## src/rtl/pwm_capture.sv

```systemverilog
// Memory-mapped PWM decoder: measures high time and rise-to-rise period of pwm_in in prescaled units.
// Edges are seen 3 clocks after pwm_in; captures are readable the clock after; reads are combinational with no backpressure.
module pwm_capture #(
   parameter int unsigned UNIT_CLKS    = 100,
   parameter int unsigned TIMEOUT_CLKS = 1_500_000,
   parameter logic [11:0] BASE_ADDR    = 12'd13
) (
   input  logic        clock,
   input  logic        reset,
   input  logic        pwm_in,
   input  logic [11:0] addr,
   output logic [31:0] dataOut,
   output logic        hit
);

   localparam int PW = (UNIT_CLKS > 1) ? $clog2(UNIT_CLKS) : 1;
   localparam int IW = $clog2(TIMEOUT_CLKS + 1);
   localparam logic [PW-1:0] PRES_MAX   = PW'(UNIT_CLKS - 1);
   // The rise-detect cycle is itself the first prescaled clock, so the unit
   // counters stay aligned to floor(N/UNIT_CLKS) rather than floor((N-1)/UNIT_CLKS).
   localparam logic [PW-1:0] PRES_START = PW'((UNIT_CLKS > 1) ? 1 : 0);
   localparam logic [9:0]    HI_START   = 10'((UNIT_CLKS > 1) ? 0 : 1);
   localparam logic [15:0]   PER_START  = 16'((UNIT_CLKS > 1) ? 0 : 1);
   localparam logic [IW-1:0] IDLE_MAX   = IW'(TIMEOUT_CLKS);
   localparam logic [IW-1:0] IDLE_LAST  = IW'(TIMEOUT_CLKS - 1);
   localparam logic [11:0]   PER_ADDR   = BASE_ADDR + 12'd1;

   typedef enum logic [1:0] {ARM, LOW_WAIT, HIGH} state_t;

   state_t        state_q, state_d;
   logic          sync1_q, sync1_d, sync2_q, sync2_d, prev_q, prev_d;
   logic [1:0]    fill_q, fill_d;
   logic [PW-1:0] pres_q, pres_d;
   logic [9:0]    hi_cnt_q, hi_cnt_d;
   logic [15:0]   per_cnt_q, per_cnt_d;
   logic [IW-1:0] idle_cnt_q, idle_cnt_d;
   logic [9:0]    width_q, width_d;
   logic [15:0]   per_q, per_d;
   logic [7:0]    cap_cnt_q, cap_cnt_d;
   logic          timeout_q, timeout_d;
   logic          have_rise_q, have_rise_d;
   logic          rise, fall, tick, to_event;

   always_comb begin
      sync1_d     = pwm_in;
      sync2_d     = sync1_q;
      prev_d      = sync2_q;
      rise        = sync2_q & ~prev_q;
      fall        = ~sync2_q & prev_q;
      tick        = (pres_q == PRES_MAX);
      // The sync chain holds reset zeros for two clocks; its level is trusted only after that.
      fill_d      = (fill_q == 2'd2) ? fill_q : fill_q + 2'd1;

      pres_d      = tick ? '0 : pres_q + PW'(1);
      hi_cnt_d    = hi_cnt_q;
      per_cnt_d   = per_cnt_q;
      if (tick && state_q == HIGH && hi_cnt_q != 10'h3FF)
         hi_cnt_d = hi_cnt_q + 10'd1;
      if (tick && state_q != ARM && per_cnt_q != 16'hFFFF)
         per_cnt_d = per_cnt_q + 16'd1;
      if (rise) begin
         pres_d    = PRES_START;
         hi_cnt_d  = HI_START;
         per_cnt_d = PER_START;
      end

      idle_cnt_d  = idle_cnt_q;
      if (rise || fall)
         idle_cnt_d = '0;
      else if (idle_cnt_q != IDLE_MAX)
         idle_cnt_d = idle_cnt_q + IW'(1);
      to_event    = !(rise || fall) && (idle_cnt_q == IDLE_LAST);

      state_d     = state_q;
      have_rise_d = have_rise_q;
      width_d     = width_q;
      per_d       = per_q;
      cap_cnt_d   = cap_cnt_q;
      timeout_d   = timeout_q;
      case (state_q)
         ARM: begin
            have_rise_d = 1'b0;
            if (fill_q == 2'd2 && !sync2_q)
               state_d = LOW_WAIT;
         end
         LOW_WAIT: begin
            if (rise) begin
               if (have_rise_q)
                  per_d = per_cnt_q;
               have_rise_d = 1'b1;
               state_d     = HIGH;
            end
         end
         HIGH: begin
            if (fall) begin
               width_d   = hi_cnt_q;
               cap_cnt_d = cap_cnt_q + 8'd1;
               timeout_d = 1'b0;
               state_d   = LOW_WAIT;
            end
         end
         default: state_d = ARM;
      endcase
      if (to_event) begin
         timeout_d   = 1'b1;
         have_rise_d = 1'b0;
         state_d     = sync2_q ? ARM : LOW_WAIT;
      end
   end

   always_ff @(posedge clock or posedge reset) begin
      if (reset) begin
         state_q     <= ARM;
         sync1_q     <= 1'b0;
         sync2_q     <= 1'b0;
         prev_q      <= 1'b0;
         fill_q      <= '0;
         pres_q      <= '0;
         hi_cnt_q    <= '0;
         per_cnt_q   <= '0;
         idle_cnt_q  <= '0;
         width_q     <= '0;
         per_q       <= '0;
         cap_cnt_q   <= '0;
         timeout_q   <= 1'b0;
         have_rise_q <= 1'b0;
      end else begin
         state_q     <= state_d;
         sync1_q     <= sync1_d;
         sync2_q     <= sync2_d;
         prev_q      <= prev_d;
         fill_q      <= fill_d;
         pres_q      <= pres_d;
         hi_cnt_q    <= hi_cnt_d;
         per_cnt_q   <= per_cnt_d;
         idle_cnt_q  <= idle_cnt_d;
         width_q     <= width_d;
         per_q       <= per_d;
         cap_cnt_q   <= cap_cnt_d;
         timeout_q   <= timeout_d;
         have_rise_q <= have_rise_d;
      end
   end

   always_comb begin
      dataOut = '0;
      hit     = 1'b0;
      if (addr == BASE_ADDR) begin
         hit     = 1'b1;
         dataOut = {timeout_q, 7'b0, cap_cnt_q, 6'b0, width_q};
      end else if (addr == PER_ADDR) begin
         hit     = 1'b1;
         dataOut = {16'b0, per_q};
      end
   end

endmodule

```

## config.mk

```make
export PLATFORM = sky130hd
export DESIGN_NAME = pwm_capture
export DESIGN_NICKNAME = d
export VERILOG_FILES = /design/src/rtl/pwm_capture.sv
export SDC_FILE = /design/constraint.sdc
export NUM_CORES = 1
export LEC_CHECK = 0
export ABC_AREA = 1
export CORE_MARGIN = 2
export CORE_UTILIZATION = 45
export DETAILED_ROUTE_END_ITERATION = 6
export PLACE_DENSITY = 0.76
export SYNTH_ARGS = -nofsm -noshare
export SYNTH_HDL_FRONTEND = slang
export SYNTH_SLANG_ARGS = --single-unit
```

## constraint.sdc

```tcl
create_clock -name clock -period 8.3 [get_ports clock]
set_input_delay 0.83 -clock clock [delete_from_list [all_inputs] [get_ports clock]]
set_output_delay 0.83 -clock clock [all_outputs]
set_load 0.01 [all_outputs]
```

==> metrics.md, run 1 <==
| Metric | Value |
|---|---|
| Layout Cells excl Fill | 920 |
| Initial antenna violation count | 0 |
| Diode count | 0 |
| Initial Utilization | 46.6% |
| Post-CTS Setup Repair Bufs | 0 |
| Clock power frac | 37.2% |
| Clock transition at path regs | 60 ps |
| Reg2Reg Depth | 5 |
| Mapped Avg Cell Area | 7.31 um^2 |
| IO Port Bufs | 40 |
| Final period utilization | 52.4% |
| Die width | 113 um |
| Max-slew headroom | 35.2% |
| Die H | 113 um |
| Final setup skew | 7.76 ps |
| CP cell instances | clkdlybuf4s50_1 > inv_1 > nor3_2 > nand2_1 > clkinv_1 > nand2_1 > nand2_1 > clkdlybuf4s50_1 |
| Fmax | 230 MHz |
| R2r setup slk | 5870 ps |
| Largest net degree at the start of global routing | 53 |
| Root Buffer Master | clkbuf_16 |
| Min-delay src | sync1_q$_DFF_PP0_ |
| Syn-to-layout area delta | 13.8% |
| Int Pwr | 754 uW |
| Ports | 48 |
| Total grt overflow | 0 |
| Min Tclk post-route | 4350 ps |
| Hold Buf Count CTS | 0 |
| Pre-antenna DRT Iters | 4 |
| DIE AREA | 0.0129 mm^2 |
| WL final | 11.1 mm |
| Synth cell types | 32 |
| Most frequent cell after synthesis | nand2_1 |
| Max FO, Critical Path | 17 |
| Hold Vio Cnt, Final | 0 |
| Setup CP Type | input pin to primary output |
| Most used cell, CP | nand2_1 |
| Worst hold path depth | 0 |
| Clock sink count | 97 |
| Global-route wire length before repair | 19.9 mm |
| Net Sw Frac | 26.1% |
| Most used DFF post-synth | dfrtp_1 |
| Share of flip-flops with an asynchronous set or reset | 100% |
| Layout cell share with drive strength beyond 1 | 4.38% |
| Setup ws final | 3950 ps |
| Net Sw Power | 267 uW |
| CP max stage cell | nor3_2 |
| Final net count | 797 |
| Pwr Density | 166 mW/mm^2 |
| VDD IR max | 0.111 mV |
| Total Routing Usage GR | 19.0% |
| Final design utilization | 53.0% |
| RSZ-0062 raised after global routing | no |
| Mapped Area | 0.00539 mm^2 |
| Area leader, netlist | dfrtp_1 |
| Crit start category | input pin |
| CTS Buffer Depth | 2 |
| Critical path buffers and inverters | 4 |
| Final ANT Viol Nets | 0 |
| Min-Delay Path Class | flip-flop to flip-flop |
| Initial DRC count | 384 |
| Post-detail-place hpwl | 7.94 mm |
| Worst path required time | 7470 ps |
| Post-synth EDFFs | 0 |
| R2r endpoint | per_q[14]$_DFFE_PP0P_ |
| Top post-synthesis cells by area | dfrtp_1, nand2_1, nor2_1, inv_1, nand3_1 |
| Routability cong. | 0.851 |
| Leak | 0.00281 uW |
| Worst-Margin Slew | 969 ps |
| CP top delay family | simple AND/OR/NAND/NOR gates |
| Comb power frac | 11.3% |
| Post-synthesis sequential area ratio | 45.1% |
| Post-CTS sizing | 0 |
| Crit path depth | 8 |
| Arr. time, crit path | 3520 ps |
| R2r startpoint | prev_q$_DFF_PP0_ |
| Worst-Skew Late Latency | 340 ps |
| Synth Register Bits | 97 |
| Mapped Cells | 737 |
| Max Slew Vio Count | 0 |
| DR vias/cell | 4.99 |
| Setup-failing EPs final | 0 |
| CTS tree | built |
| Core Area | 0.0116 mm^2 |
| Row count | 39 |
| Drt drc | 0 |
| Top-area cell type share of the netlist area | 45.1% |
| Setup TNS | 0 ps |
| WL/cell | 12.1 um |
| Pwr Total | 1020 uW |
| CP peak stage delay | 770 ps |
| Vias | 4590 |
| Max-cap violations | 0 |
| Commonest cells in the netlist | nand2_1, dfrtp_1, nor2_1, inv_1, nand3_1 |
| Yosys warnings | 0 |
| Setup WS pre-CTS | 3940 ps |
| Vias in the first global route | 4364 |
| Critical Path Sink Type | primary output |
| Hold EP | prev_d$_DFF_PP0_ |
| CTS buffer count | 9 |
| Status | completed |
| CTS H-tree lvls | 3 |
| Inst Count DP | 905 |
| Seq pwr share | 51.5% |
## cell families after synthesis
family	Yosys count	share of synthesized area, %
buffers and inverters	113	8.85
other	1	0.0696
AND/OR/NAND/NOR	439	35.7
flip-flops	97	45.1
AO/OA/AOI/OAI	65	6.06
adder cells (fa/ha/maj)	9	2.09
XOR/XNOR	13	2.11
## how the worst max path moves through the flow
stage / start / endpoint / slack, ps
final: addr[2] / dataOut[9] / 3950
after global routing: addr[2] / dataOut[8] / 3700
after CTS: addr[2] / dataOut[9] / 3930
after detailed placement: addr[2] / dataOut[9] / 3940
after global placement: addr[2] / dataOut[4] / 4060
after floorplan: reset / cap_cnt_q[0]$_DFFE_PP0P_ / 4940
## final cells by class
cell class	count	area, um^2
fill	1109	5430
multi-input combinational	533	2500
sequential	97	2430
timing repair buffer	42	415
inverter	90	340
clock buffer	12	246
tap	143	179
clock inverter	3	17.5
## power by group through the flow
stage          Clock, uW  Combinational (uW)  Sequential (uW)
2_1_floorplan          0                92.2              529
3_3_place_gp           0                 113              533
3_5_place_dp           0                 115              534
4_1_cts              388                 117              525
5_1_grt              409                 136              530
6_report             380                 115              526
## per-stage QoR
step	hold slack, ps	area, um^2
5_1_grt	356	6130
3_3_place_gp	338	5870
4_1_cts	354	6130
3_5_place_dp	339	5870
6_report	351	6130
2_1_floorplan	331	5410
## placed cells by master (no fill, tap or decap), drive strengths merged, types with 6 or more instances in the layout
master,n
a21oi,22
clkbuf,12
clkdlybuf4s50,40
clkinv,6
conb,7
dfrtp,97
ha,9
inv,86
nand2,234
nand3,48
nand4,29
nor2,104
nor3,9
nor3b,8
o21ai,42
xor2,10
## per-layer routing
layer	track usage, %	vias to the layer above	part of all wire, %	routed length, um
li1	-	2390	-	-
met1	26.8	2105	51	5620
met2	29.0	89	45	4960
met3	3.51	6	3.7	405
met4	7.64	0	0.99	110
met5	0	-	0	0
## registers in the layout (all words and copies together) (netlist names)
name         flops
cap_cnt_q        8
state_q          2
have_rise_q      1
per_cnt_q       16
per_q           16
prev_d           1
idle_cnt_q      21
hi_cnt_q        10
prev_q           1
width_q         10
pres_q           7
timeout_q        1
sync1_q          1
fill_q           2
No activity file was read; power rests on OpenSTA's default activity.
==> run 2, diff against run 1 <==
==> constraint.sdc (replaced) <==
create_clock -name clock -period 4.3 [get_ports clock]
set_input_delay 0.43 -clock clock [delete_from_list [all_inputs] [get_ports clock]]
set_output_delay 0.43 -clock clock [all_outputs]
set_load 0.01 [all_outputs]
==> run 2 against run 1 <==
  * Routed wire length rose by 1.8%
  * Sequential power rose by 92%
  * Worst hold slack improved by 11 ps
  * Worst setup slack got worse by 2600 ps
  * Non-clock buffer count rose by 2
  * Clock-buffer cell count fell by 1
  * Utilization rose by 0.83 points
  * Sequential share of layout area fell by 0.61 points
  * First-iteration DRC count rose by 16%
  * Sequential cell count did not move
  * Via count rose by 1.6%
==> metrics.md, run 2 (synthesized netlist as in run 1, its figures left out) <==
| Metric | Value |
|---|---|
| Vias | 4663 (was 4590) |
| Die width | 113 um (unchanged) |
| R2r startpoint | prev_q$_DFF_PP0_ (unchanged) |
| CP peak stage delay | 530 ps (was 770 ps) |
| Arr. time, crit path | 2510 ps (was 3520 ps) |
| Global-route wire length before repair | 19.5 mm (was 19.9 mm) |
| Syn-to-layout area delta | 15.6% (was 13.8%) |
| Routability cong. | 0.882 (was 0.851) |
| Layout Cells excl Fill | 923 (was 920) |
| Post-detail-place hpwl | 8.26 mm (was 7.94 mm) |
| Diode count | 0 (unchanged) |
| CTS H-tree lvls | 3 (unchanged) |
| Worst Setup SP | addr[2] (unchanged) |
| CTS Buffer Depth | 2 (unchanged) |
| Post-CTS Setup Repair Bufs | 0 (unchanged) |
| Pwr Total | 2150 uW (was 1020 uW) |
| Net Sw Frac | 23.9% (was 26.1%) |
| Leak | 0.00285 uW (was 0.00281 uW) |
| Clock power frac | 42.4% (was 37.2%) |
| Pwr Density | 345 mW/mm^2 (was 166 mW/mm^2) |
| Most frequent cells in the layout | nand2_1, dfrtp_1, nor2_1 (unchanged) |
| Post-CTS sizing | 0 (unchanged) |
| Hold Vio Cnt, Final | 0 (unchanged) |
| Commonest non-fill, non-tap cell in the layout | nand2_1 (unchanged) |
| IO Port Bufs | 40 (unchanged) |
| Max-slew headroom | 32.9% (was 35.2%) |
| Setup-failing EPs final | 0 (unchanged) |
| Final setup skew | 5.22 ps (was 7.76 ps) |
| Setup TNS | 0 ps (unchanged) |
| RSZ-0062 raised after global routing | no (unchanged) |
| Final net count | 799 (was 797) |
| CP top delay family | buffers and inverters (was simple AND/OR/NAND/NOR gates) |
| Final period utilization | 68.3% |
| Hold Buf Count CTS | 0 (unchanged) |
| Largest net degree at the start of global routing | 38 (was 53) |
| Most used cell, CP | nand2_1 (unchanged) |
| WL final | 11.3 mm (was 11.1 mm) |
| Total grt overflow | 0 (unchanged) |
| Comb power frac | 10.4% (was 11.3%) |
| Max FO, Critical Path | 17 (unchanged) |
| Vias in the first global route | 4221 (was 4364) |
| Core Area | 0.0116 mm^2 (unchanged) |
| Ports | 48 (unchanged) |
| Drt drc | 0 (unchanged) |
| Largest register by flop count | idle_cnt_q (unchanged) |
| Net Sw Power | 514 uW (was 267 uW) |
| CTS tree | built (unchanged) |
| Worst-Margin Slew | 1000 ps (was 969 ps) |
| Min Tclk post-route | 2940 ps |
| Max-cap violations | 0 (unchanged) |
| Crit start category | input pin (unchanged) |
| Total Routing Usage GR | 18.5% (was 19.0%) |
| Initial Utilization | 46.6% (unchanged) |
| Worst path required time | 3870 ps (was 7470 ps) |
| CP max stage cell | clkdlybuf4s50_1 (was nor3_2) |
| Clock transition at path regs | 60 ps (about the same) |
| Initial antenna violation count | 0 (unchanged) |
| Critical path buffers and inverters | 5 (was 4) |
| Inst Count DP | 907 (was 905) |
| Clock sink count | 97 (unchanged) |
| Min-delay src | sync1_q$_DFF_PP0_ (unchanged) |
| Setup CP Type | input pin to primary output (unchanged) |
| Status | completed (unchanged) |
| Min Hold Slack | 362 ps (was 351 ps) |
| Worst-Skew Late Latency | 340 ps (about the same) |
| DR vias/cell | 5.05 (was 4.99) |
| Layout cell share with drive strength beyond 1 | 4.87% (was 4.38%) |
| Largest register FFs | 21 (unchanged) |
| Final ANT Viol Nets | 0 (unchanged) |
| Max Slew Vio Count | 0 (unchanged) |
| Root Buffer Master | clkbuf_16 (unchanged) |
| WL/cell | 12.2 um (was 12.1 um) |
| Row count | 39 (unchanged) |
| Largest regs | idle_cnt_q (21), per_cnt_q (16), per_q (16) (unchanged) |
| CTS buffer count | 9 (unchanged) |
| Critical Path Sink Type | primary output (unchanged) |
| Initial DRC count | 446 (was 384) |
| CP cell instances | clkdlybuf4s50_1 > inv_1 > nor3_2 > buf_4 > nand2_1 > clkinv_1 > nand2_1 > nand2_1 > clkdlybuf4s50_1 (was clkdlybuf4s50_1 > inv_1 > nor3_2 > nand2_1 > clkinv_1 > nand2_1 > nand2_1 > clkdlybuf4s50_1) |
| Fmax | 341 MHz |
| Int Pwr | 1640 uW (was 754 uW) |
| Die H | 113 um (unchanged) |
| Pre-antenna DRT Iters | 6 (was 4) |
| VDD IR max | 0.201 mV (was 0.111 mV) |
| DIE AREA | 0.0129 mm^2 (unchanged) |
| Min-Delay Path Class | flip-flop to flip-flop (unchanged) |
| Seq pwr share | 47.2% (was 51.5%) |
-- run 2: power by group through the flow --
stage | combinational (uW) | clock [uW] | sequential [uW]
3_3_place_gp | 219 | 0 | 1030
4_1_cts | 227 | 933 | 1010
3_5_place_dp | 225 | 0 | 1030
2_1_floorplan | 178 | 0 | 1020
5_1_grt | 261 | 975 | 1020
6_report | 224 | 911 | 1010
-- run 2: per-layer routing --
metal	track usage, %	wire length (um)	vias to the layer above
met5	0	0	-
met4	6.99	197	0
met3	2.92	505	17
met1	27.2	5670	2122
li1	-	-	2398
met2	27.8	4920	126
-- run 2: worst register-to-register path: cells and delay by family, from the launching register on --
| family | cells | cell delay (ps) |
|---|---|---|
| compound gates | 1 | 480 |
| flops | 1 | 380 |
| fa+ha+maj | 1 | 580 |
| simple gates | 1 | 880 |
| buf+inv | 1 | 60 |
-- run 2: layout make-up --
| class | instances | area (um^2) |
|---|---|---|
| Timing Repair Buffer | 44 | 430 |
| Multi-Input combinational cell | 533 | 2500 |
| Clock inverter | 5 | 103 |
| Fill cell | 1079 | 5340 |
| Sequential cell | 97 | 2430 |
| Tap cell | 143 | 179 |
| Inverter | 90 | 340 |
| Clock buffer | 11 | 243 |
-- run 2: metrics by stage --
stage	setup WS (ps)	util, %	cell area (um^2)
4_1_cts	1350	53.8	6230
3_5_place_dp	1360	50.9	5880
3_3_place_gp	1410	50.9	5880
2_1_floorplan	1340	-	5410
5_1_grt	1170	53.8	6230
6_report	1360	53.8	6230
-- run 2: path summary, 6_finish.rpt --
path	endpoint	slack, ps	cells past startpoint
setup / recovery	dataOut[3]	1360	9
hold / removal	prev_d$_DFF_PP0_	360	0
setup reg to reg	per_q[0]$_DFFE_PP0P_	1820	4
hold reg to reg	prev_d$_DFF_PP0_	360	0
max in group asynchronous	width_q[5]$_DFFE_PP0P_	3040	3
min in group asynchronous	per_q[15]$_DFFE_PP0P_	450	2
==> run 3, diff against run 2 <==
==> constraint.sdc (replaced) <==
create_clock -name clock -period 3.07 [get_ports clock]
set_input_delay 0.307 -clock clock [delete_from_list [all_inputs] [get_ports clock]]
set_output_delay 0.307 -clock clock [all_outputs]
set_load 0.01 [all_outputs]
==> run 3 against run 2 <==
  * Register-to-register slack worse by 620 ps
  * Clock skew rose by 2.0 ps
  * Combinational power rose by 43%
  * Worst setup slack got worse by 800 ps
  * Cell count increased by 0.33%
  * Sequential cell count unchanged
  * Non-clock buffer count increased by 3
  * Routed wire length fell by 2.9%
  * Sequential power grew 41%
  * Via count shrank 2.0%
  * Final area down 0.32%
  * Global-route usage fell by 0.20 points
==> metrics.md, run 3 (synthesized netlist as in run 1, its figures left out) <==
| Metric | Value |
|---|---|
| Pwr Density | 456 mW/mm^2 (was 345 mW/mm^2) |
| Net Sw Power | 699 uW (was 514 uW) |
| Final net count | 802 (was 799) |
| Max FO, Critical Path | 10 (was 17) |
| Hold Vio Cnt, Final | 0 (unchanged) |
| Initial antenna violation count | 0 (unchanged) |
| Worst-Margin Slew | 637 ps (was 1000 ps) |
| Die width | 113 um (unchanged) |
| Commonest non-fill, non-tap cell in the layout | nand2_1 (unchanged) |
| Worst-Skew Late Latency | 330 ps (was 340 ps) |
| Worst path required time | 2760 ps (was 3870 ps) |
| Layout cell share with drive strength beyond 1 | 4.98% (was 4.87%) |
| Diode count | 0 (unchanged) |
| Ports | 48 (unchanged) |
| Int Pwr | 2130 uW (was 1640 uW) |
| Routability cong. | 0.832 (was 0.882) |
| Clock transition at path regs | 60 ps (about the same) |
| Critical Path Sink Type | primary output (unchanged) |
| Fmax | 400 MHz |
| Seq pwr share | 50.1% (was 47.2%) |
| Min Hold Slack | 342 ps (was 362 ps) |
| Largest register by flop count | idle_cnt_q (unchanged) |
| Multi-input gate area | 0.00250 mm^2 (unchanged) |
| Largest net degree at the start of global routing | 63 (was 38) |
| Fill count | 1119 (was 1079) |
| Area after DPL | 0.00592 mm^2 (was 0.00588 mm^2) |
| Total Routing Usage GR | 18.3% (was 18.5%) |
| Comb power frac | 11.3% (was 10.4%) |
| Initial DRC count | 349 (was 446) |
| Arr. time, crit path | 2200 ps (was 2510 ps) |
| Min Tclk post-route | 2500 ps |
| WL final | 11.0 mm (was 11.3 mm) |
| Hold Buf Count CTS | 0 (unchanged) |
| CTS tree | built (unchanged) |
| Max-cap violations | 0 (unchanged) |
| Vias | 4570 (was 4663) |
| Pre-antenna DRT Iters | 5 (was 6) |
| M1 GR Usage | 24.8% (was 27.2%) |
| WL/cell | 11.8 um (was 12.2 um) |
| Register area | 0.00243 mm^2 (unchanged) |
| Crit start category | input pin (unchanged) |
| IO Port Bufs | 40 (unchanged) |
| RSZ-0062 raised after global routing | no (unchanged) |
| Post-route cell area | 0.00621 mm^2 (was 0.00623 mm^2) |
| Syn-to-layout area delta | 15.2% (was 15.6%) |
| Setup CP Type | input pin to primary output (unchanged) |
| Global routing usage on met3 | 2.50% (was 2.92%) |
| Row count | 39 (unchanged) |
| Final ANT Viol Nets | 0 (unchanged) |
| Clock sink count | 97 (unchanged) |
| Max Slew Vio Count | 0 (unchanged) |
| Root Buffer Master | clkbuf_16 (unchanged) |
| Global-route wire length before repair | 19.4 mm (was 19.5 mm) |
| VDD IR max | 0.266 mV (was 0.201 mV) |
| Min-Delay Path Class | input pin to async pin (was flip-flop to flip-flop) |
| Leak | 0.00285 uW (about the same) |
| Initial Utilization | 46.6% (unchanged) |
| Final design utilization | 53.7% (was 53.8%) |
| CTS buffer count | 9 (unchanged) |
| Setup TNS | 0 ps (unchanged) |
| Clock power frac | 38.6% (was 42.4%) |
| Largest register FFs | 21 (unchanged) |
| Status | completed (unchanged) |
| Drt drc | 0 (unchanged) |
| Most frequent cells in the layout | nand2_1, dfrtp_1, nor2_1 (unchanged) |
| Core Area | 0.0116 mm^2 (unchanged) |
| Post-CTS sizing | 0 (unchanged) |
| CTS H-tree lvls | 3 (unchanged) |
| Post-CTS Setup Repair Bufs | 0 (unchanged) |
| Total grt overflow | 0 (unchanged) |
| Final period utilization | 81.5% |
| Grt met2 use | 30.4% (was 27.8%) |
| DR vias/cell | 4.94 (was 5.05) |
| Die H | 113 um (unchanged) |
| CTS Buffer Depth | 2 (unchanged) |
| Setup WS pre-CTS | 531 ps (was 1360 ps) |
| Post-detail-place hpwl | 8.03 mm (was 8.26 mm) |
| Final setup skew | 7.19 ps (was 5.22 ps) |
| Max-slew headroom | 57.5% (was 32.9%) |
| Net Sw Frac | 24.7% (was 23.9%) |
| Setup ws final | 567 ps (was 1360 ps) |
| Gr busiest metal | met2 (unchanged) |
| DIE AREA | 0.0129 mm^2 (unchanged) |
| Vias in the first global route | 4363 (was 4221) |
| Largest regs | idle_cnt_q (21), per_cnt_q (16), per_q (16) (unchanged) |
| Setup-failing EPs final | 0 (unchanged) |
[run 3: layout make-up]
cell class	count	share of cell area, %
sequential	97	39.1
clock inverter	3	0.645
timing repair buffer	47	7.50
clock buffer	13	4.03
tap	143	2.88
multi-input combinational	533	40.4
inverter	90	5.48
[run 3: layer usage]
metal / share of wire [%] / up-vias
met2: 45 / 90
met1: 49 / 2066
met5: 0 / -
met4: 1.6 / 0
met3: 4.2 / 13
li1: - / 2401
[run 3: power groups by stage]
stage	clock, uW	sequential [uW]	combinational, uW
floorplan	0	1430	249
global placement	0	1440	317
detailed placement	0	1440	320
CTS	1120	1420	326
global route	1160	1430	375
finish	1090	1420	320
[run 3: stage by stage]
| step | std cells | power (uW) |
|---|---|---|
| after floorplan | 743 | 1680 |
| after global routing | 926 | 2970 |
| after detailed placement | 910 | 1760 |
| final | 926 | 2830 |
| after global placement | 910 | 1760 |
| after CTS | 926 | 2860 |
[run 3: worst paths after layout]
kind | from | endpoint | slack (ps) | cells after the start
setup / recovery | addr[1] | dataOut[0] | 570 | 8
hold / removal | reset | per_q[15]$_DFFE_PP0P_ | 340 | 2
setup reg to reg | prev_d$_DFF_PP0_ | state_q[0]$_DFFE_PP0P_ | 1200 | 7
hold reg to reg | sync1_q$_DFF_PP0_ | prev_d$_DFF_PP0_ | 350 | 0
max in group asynchronous | reset | cap_cnt_q[1]$_DFFE_PP0P_ | 2070 | 3
min in group clock | sync1_q$_DFF_PP0_ | prev_d$_DFF_PP0_ | 350 | 0
[run 3: critical path, stage by stage]
cell and delay [ps]:
clkdlybuf4s50_1 450, inv_1 50, nor4_1 250, nand2_1 240, clkinv_1 230, nand2_1 80, nand2_1 60, clkdlybuf4s50_1 520
